<file path="src/rtl/idelay_scan_ctrl.sv">
// Eye-scan controller: sweeps the IDELAY tap, dwells on the error counter at each point, then programs the centre of the widest clean window.
// Optional IDELAY_SCAN_STATUS_EN adds cur_tap/last_errors status outputs.
module idelay_scan_ctrl #(
  parameter int TAP_STEP    = 8,
  parameter int TAP_MAX     = 504,
  parameter int DWELL       = 1024,
  parameter int ERR_THRESH  = 0,
  parameter int RDY_TIMEOUT = 4096
) (
  input  logic        clk160,
  input  logic        rstb,
  input  logic        start,
  output logic        busy,
  output logic        done,
  output logic        scan_fail,
  output logic [8:0]  result_delay,
  output logic [8:0]  eye_width,
  output logic [8:0]  delay_in,
  output logic        delay_set,
  input  logic        delay_ready,
  output logic        reset_counters,
  input  logic [15:0] bit_align_errors
`ifdef IDELAY_SCAN_STATUS_EN
  ,
  output logic [8:0]  cur_tap,
  output logic [15:0] last_errors
`endif
);

  localparam int DW = $clog2(DWELL);
  localparam int TW = $clog2(RDY_TIMEOUT + 1);
  localparam logic [9:0] STEP10 = 10'(TAP_STEP);
  localparam logic [9:0] MAX10  = 10'(TAP_MAX);

  typedef enum logic [3:0] {
    S_IDLE, S_SET, S_WAIT_RDY, S_CLEAR, S_DWELL, S_EVAL, S_FINAL_SET, S_FINAL_WAIT, S_DONE
  } state_t;

  state_t        state_q, state_d;
  logic [9:0]    tap_q, tap_d;
  logic [9:0]    run_start_q, run_start_d;
  logic [6:0]    run_len_q, run_len_d;
  logic [9:0]    best_start_q, best_start_d;
  logic [6:0]    best_len_q, best_len_d;
  logic          tmo_hit_q, tmo_hit_d;
  logic [DW-1:0] dwell_q, dwell_d;
  logic [TW-1:0] tmo_q, tmo_d;

  logic          busy_d, done_d, scan_fail_d, delay_set_d, reset_counters_d;
  logic [8:0]    result_delay_d, eye_width_d, delay_in_d;

  logic          good, last_pt;
  logic [6:0]    eff_len;
  logic [9:0]    eff_start;
  logic [15:0]   tgt_wide, width_wide;

  function automatic logic [8:0] clamp9(input logic [15:0] v);
    return (v > 16'd511) ? 9'd511 : v[8:0];
  endfunction

  always_ff @(posedge clk160) begin
    if (!rstb) begin
      state_q        <= S_IDLE;
      tap_q          <= '0;
      run_start_q    <= '0;
      run_len_q      <= '0;
      best_start_q   <= '0;
      best_len_q     <= '0;
      tmo_hit_q      <= 1'b0;
      dwell_q        <= '0;
      tmo_q          <= '0;
      busy           <= 1'b0;
      done           <= 1'b0;
      scan_fail      <= 1'b0;
      result_delay   <= '0;
      eye_width      <= '0;
      delay_in       <= '0;
      delay_set      <= 1'b0;
      reset_counters <= 1'b0;
    end else begin
      state_q        <= state_d;
      tap_q          <= tap_d;
      run_start_q    <= run_start_d;
      run_len_q      <= run_len_d;
      best_start_q   <= best_start_d;
      best_len_q     <= best_len_d;
      tmo_hit_q      <= tmo_hit_d;
      dwell_q        <= dwell_d;
      tmo_q          <= tmo_d;
      busy           <= busy_d;
      done           <= done_d;
      scan_fail      <= scan_fail_d;
      result_delay   <= result_delay_d;
      eye_width      <= eye_width_d;
      delay_in       <= delay_in_d;
      delay_set      <= delay_set_d;
      reset_counters <= reset_counters_d;
    end
  end

  always_comb begin
    state_d          = state_q;
    tap_d            = tap_q;
    run_start_d      = run_start_q;
    run_len_d        = run_len_q;
    best_start_d     = best_start_q;
    best_len_d       = best_len_q;
    tmo_hit_d        = tmo_hit_q;
    dwell_d          = dwell_q;
    tmo_d            = tmo_q;
    busy_d           = busy;
    done_d           = done;
    scan_fail_d      = scan_fail;
    result_delay_d   = result_delay;
    eye_width_d      = eye_width;
    delay_in_d       = delay_in;
    delay_set_d      = 1'b0;
    reset_counters_d = 1'b0;

    good       = (bit_align_errors <= 16'(ERR_THRESH));
    last_pt    = (tap_q + STEP10) > MAX10;
    eff_len    = good ? (run_len_q + 7'd1) : run_len_q;
    eff_start  = (good && (run_len_q == 7'd0)) ? tap_q : run_start_q;
    tgt_wide   = 16'(best_start_q) + 16'((best_len_q - 7'd1) >> 1) * 16'(TAP_STEP);
    width_wide = 16'(best_len_q) * 16'(TAP_STEP);

    unique case (state_q)
      S_IDLE: begin
        if (start) begin
          tap_d        = '0;
          run_start_d  = '0;
          run_len_d    = '0;
          best_start_d = '0;
          best_len_d   = '0;
          tmo_hit_d    = 1'b0;
          busy_d       = 1'b1;
          done_d       = 1'b0;
          scan_fail_d  = 1'b0;
          state_d      = S_SET;
        end
      end
      S_SET: begin
        delay_in_d  = clamp9(16'(tap_q));
        delay_set_d = 1'b1;
        tmo_d       = '0;
        state_d     = S_WAIT_RDY;
      end
      S_WAIT_RDY: begin
        // ready is stale while the strobe is still on the wire
        if (delay_ready && !delay_set) begin
          reset_counters_d = 1'b1;
          state_d          = S_CLEAR;
        end else if (tmo_q >= TW'(RDY_TIMEOUT - 1)) begin
          scan_fail_d = 1'b1;
          tmo_hit_d   = 1'b1;
          state_d     = S_FINAL_SET;
        end else begin
          tmo_d = tmo_q + 1'b1;
        end
      end
      S_CLEAR: begin
        dwell_d = DW'(DWELL - 1);
        state_d = S_DWELL;
      end
      S_DWELL: begin
        if (dwell_q == '0) state_d = S_EVAL;
        else               dwell_d = dwell_q - 1'b1;
      end
      S_EVAL: begin
        if (!good || last_pt) begin
          // strict compare keeps the earlier window on ties
          if (eff_len > best_len_q) begin
            best_start_d = eff_start;
            best_len_d   = eff_len;
          end
          run_len_d = '0;
        end else begin
          run_start_d = eff_start;
          run_len_d   = eff_len;
        end
        if (last_pt) begin
          state_d = S_FINAL_SET;
        end else begin
          tap_d   = tap_q + STEP10;
          state_d = S_SET;
        end
      end
      S_FINAL_SET: begin
        if (best_len_q == 7'd0) scan_fail_d = 1'b1;
        delay_in_d  = (tmo_hit_q || (best_len_q == 7'd0)) ? 9'd0 : clamp9(tgt_wide);
        delay_set_d = 1'b1;
        state_d     = S_FINAL_WAIT;
      end
      S_FINAL_WAIT: begin
        if (delay_ready && !delay_set) begin
          result_delay_d = delay_in;
          eye_width_d    = clamp9(width_wide);
          done_d         = 1'b1;
          busy_d         = 1'b0;
          state_d        = S_DONE;
        end
      end
      S_DONE: state_d = S_IDLE;
      default: state_d = S_IDLE;
    endcase
  end

`ifdef IDELAY_SCAN_STATUS_EN
  always_ff @(posedge clk160) begin
    if (!rstb) begin
      cur_tap     <= '0;
      last_errors <= '0;
    end else if (state_q == S_EVAL) begin
      cur_tap     <= clamp9(16'(tap_q));
      last_errors <= bit_align_errors;
    end
  end
`endif

endmodule

</file>
<file path="config.mk">
export PLATFORM = sky130hd
export DESIGN_NAME = idelay_scan_ctrl
export DESIGN_NICKNAME = d
export VERILOG_FILES = /design/src/rtl/idelay_scan_ctrl.sv
export SDC_FILE = /design/constraint.sdc
export NUM_CORES = 1
export LEC_CHECK = 0
export BUFFER_PORTS_ARGS = -buffer_cell sky130_fd_sc_hd__buf_2
export CORE_MARGIN = 5
export CORE_UTILIZATION = 50
export CTS_BUF_LIST = sky130_fd_sc_hd__clkbuf_4
export DETAILED_ROUTE_END_ITERATION = 7
export PLACE_DENSITY = 0.71
export SLEW_MARGIN = 20
export SYNTH_ARGS = -nofsm -noshare
export SYNTH_HDL_FRONTEND = slang
export SYNTH_SLANG_ARGS = --single-unit
</file>
<file path="constraint.sdc">
create_clock -name clk160 -period 7.95 [get_ports clk160]
set_input_delay 1.9875 -clock clk160 [delete_from_list [all_inputs] [get_ports clk160]]
set_output_delay 1.9875 -clock clk160 [all_outputs]
set_load 0.03 [all_outputs]
</file>
==> summary.md <==
| Metric | Value |
|---|---|
| Status | `finished clean` |
| Post-CTS sizing | `0` |
| Postcts setup bufs | `0` |
| First-pass GRT wire length | `approximately 21000 um` |
| Post-route ant nets | `0` |
| Tcrit/Tclk final | `0.619` |
| CORE AREA | `9860 um2` |
| Setup_tns | `0 ps` |
| Pwr Density | `approximately 220 nW/um2` |
| RSZ-0062 raised after global routing | `false` |
| Chip width | `111 um` |
| Worst-margin pin slew | `893 ps` |
| Wirelength per Cell | `15.2 um` |
| Cells along the critical path | `buf_2, nor4_1, nand4_1, nor2_1, nand3_1, xor2_1, inv_1, ha_1, nand4_1, o21bai_1, a211oi_2, nand2_1, o32ai_1` |
| Share of cells above drive strength 1 | `0.124` |
| CTS root buf | `clkbuf_4` |
| Row cnt | `36` |
| Total congestion overflow | `0` |
| Yosys cell types | `60` |
| Ant diodes | `0` |
| Synth Instances | `630` |
| CP bufs+invs | `2` |
| Yosys warns | `0` |
| GP Congestion | `0.865` |
| Inserted Clock Buffers | `9` |
| Via Count | `between 4000 and 5000` |
| Filler cell count | `940` |
| Primary FF master, synth | `dfxtp_1` |
| Crit end category | `flip-flop` |
| Slowest cell on the critical path | `a211oi_2` |
| Worst min-delay path class | `reg -> reg` |
| Area Growth Syn to Fin | `8.04%` |
| Total wire length | `12100 um` |
| Seq/Total Area, Yosys | `0.388` |
| Final max-slew violation count | `0` |
| Largest net degree at the start of global routing | `66` |
| Worst-path maximum fanout | `15` |
| Commonest non-fill, non-tap cells in the layout | `99 x dfxtp_1, 65 x nand2_1, 61 x a21oi_1` |
| Syn_nets | `673` |
| Number of enable flip-flop cells after synthesis | `0` |
| Drt drc | `0` |
| Syn avg cell area | `8.10 um2` |
| I/O pins | `52` |
| Worst path most repeated cell | `nand4_1` |
| Crit path arrival time | `about 5300 ps` |
| Max Clock Skew | `13.8 ps` |
| Clock buffer depth | `2` |
| Die area | `12300 um2` |
| Crit path kind | `in -> reg` |
| Nets | `around 700` |
| Vias per inst | `5.80` |
| Clock Latency Late Sink | `about 460 ps` |
| Fmax | `a little over 200 MHz` |
| Initial core utilization | `0.517` |
| Peak VDD IR | `0.137 mV` |
| Final Worst Setup Slack | `3030 ps` |
| Starting DRT DRC Count | `397` |
| Commonest non-fill, non-tap cell in the layout | `dfxtp_1` |
| Max-Cap Viols | `0` |
| DP HPWL | `8920 um` |
| Sink Count | `99` |
| IO buf count | `51` |
| Finish-stage setup viols | `0` |
| Cell family with most CP delay | `simple AND/OR/NAND/NOR gates` |
| GRT Total Usage | `0.201` |
| Place WS | `2590 ps` |
| Flop2flop setup slack | `roughly 4500 ps` |
| First drt pass iteration count | `5` |
| Htree depth | `3` |
| Worst Path Required | `8300 ps` |
| CP startpoint kind | `input pin` |
| Relative slew slack | `0.404` |
| Vias in the first global route | `~4300` |
| Synthesized area | `5100 um2` |
| Leakage | `0.00205 uW` |
| Synth Register Bits | `slightly below 100` |
| Initial antenna violation count | `0` |
| Ys async rst share | `0` |
| Clock transition at path regs | `between 100 and 150 ps` |
| TritonCTS clock tree | `yes` |
| CTS Hold Bufs | `0` |
| Post-layout min period | `4920 ps` |
| Die extent in y | `~110 um` |
| Largest stage delay on the critical path | `680 ps` |
| Hold Vio Cnt, Final | `0` |
[cells in the mapped netlist (all sizes together), types with 7 or more instances]
library cell	instances	area share
dfxtp	99	0.39
nand2	65	0.048
a21oi	61	0.060
nand3	47	0.046
nor2	46	0.034
o21ai	36	0.035
clkbuf	33	0.024
inv	25	0.018
xnor2	23	0.039
ha	22	0.054
nor3	18	0.019
nor4	17	0.024
nand2b	11	0.013
o31ai	10	0.015
or3	9	0.011
xor2	9	0.015
a211oi	7	0.011
a41oi	7	0.012
[per-stage QoR]
| stage | total power (uW) | cell area [um2] | hold WS, ps | std cells | utilization |
|---|---|---|---|---|---|
| finish | 1210 | 5510 | 461 | 796 | 0.559 |
| global route | 1290 | 5510 | 487 | 796 | 0.559 |
| CTS | 1220 | 5510 | 463 | 796 | 0.559 |
| detailed placement | 985 | 5400 | 444 | 780 | 0.548 |
| global placement | 977 | 5400 | 438 | 780 | 0.548 |
| floorplan | 898 | 5100 | 433 | 630 | - |
[routing by layer]
layer,wire length [um],track usage,part of all wire
met3,719,0.0704,0.059
met1,5740,0.269,0.47
met2,5470,0.312,0.45
met5,0,0,0
met4,175,0.0511,0.014
[path summary, 6_finish.rpt]
kind | cells past startpoint | start | endpoint
max | 13 | bit_align_errors[0] | best_len_q[4]
min | 2 | result_delay[7] | result_delay[7]
max reg2reg | 10 | best_len_q[0] | delay_in[8]
min reg2reg | 2 | result_delay[7] | result_delay[7]
[power breakdown]
group / switching [uW] / internal (uW) / leakage (uW)
sequential: 51.8 / 545 / 0.000800
combinational: 246 / 135 / 0.00118
clock: 156 / 72.3 / 0.0000662
total: 453 / 752 / 0.00205
[flip-flops by register name (all words and copies together), names as in the netlist, 9 cells and up]
register,count
run_start_q,10
best_start_q,10
result_delay,9
dwell_q,10
tmo_q,13
delay_in,9
[worst register-to-register path: cells and delay by family, from the launching register on]
family	cells	cell delay, ps
XOR/XNOR	1	150
adder cells (fa/ha/maj)	1	360
AO/OA/AOI/OAI	6	1850
AND/OR/NAND/NOR	2	540
flip-flops	1	350
[final cells by class]
cell class / instances / area [um2] / share of cell area
sequential: 99 / 1980 / 0.360
clock inverter: 4 / 17.5 / 0.00318
tap: 133 / 166 / 0.0302
inverter: 26 / 98.8 / 0.0179
timing repair buffer: 54 / 278 / 0.0504
clock buffer: 12 / 90.1 / 0.0163
multi-input combinational: 468 / 2880 / 0.522
[cells by family (layout without fill, tap and decap cells)]
family	Yosys count	count (layout)	share of synthesized area
AO/OA/AOI/OAI	167	167	0.210
flip-flops	99	99	0.388
XOR/XNOR	32	32	0.0549
adder cells (fa/ha/maj)	23	23	0.0579
AND/OR/NAND/NOR	245	245	0.239
buffers and inverters	63	96	0.0481
multiplexers	1	1	0.00196
No activity file was read; power rests on OpenSTA's default activity.
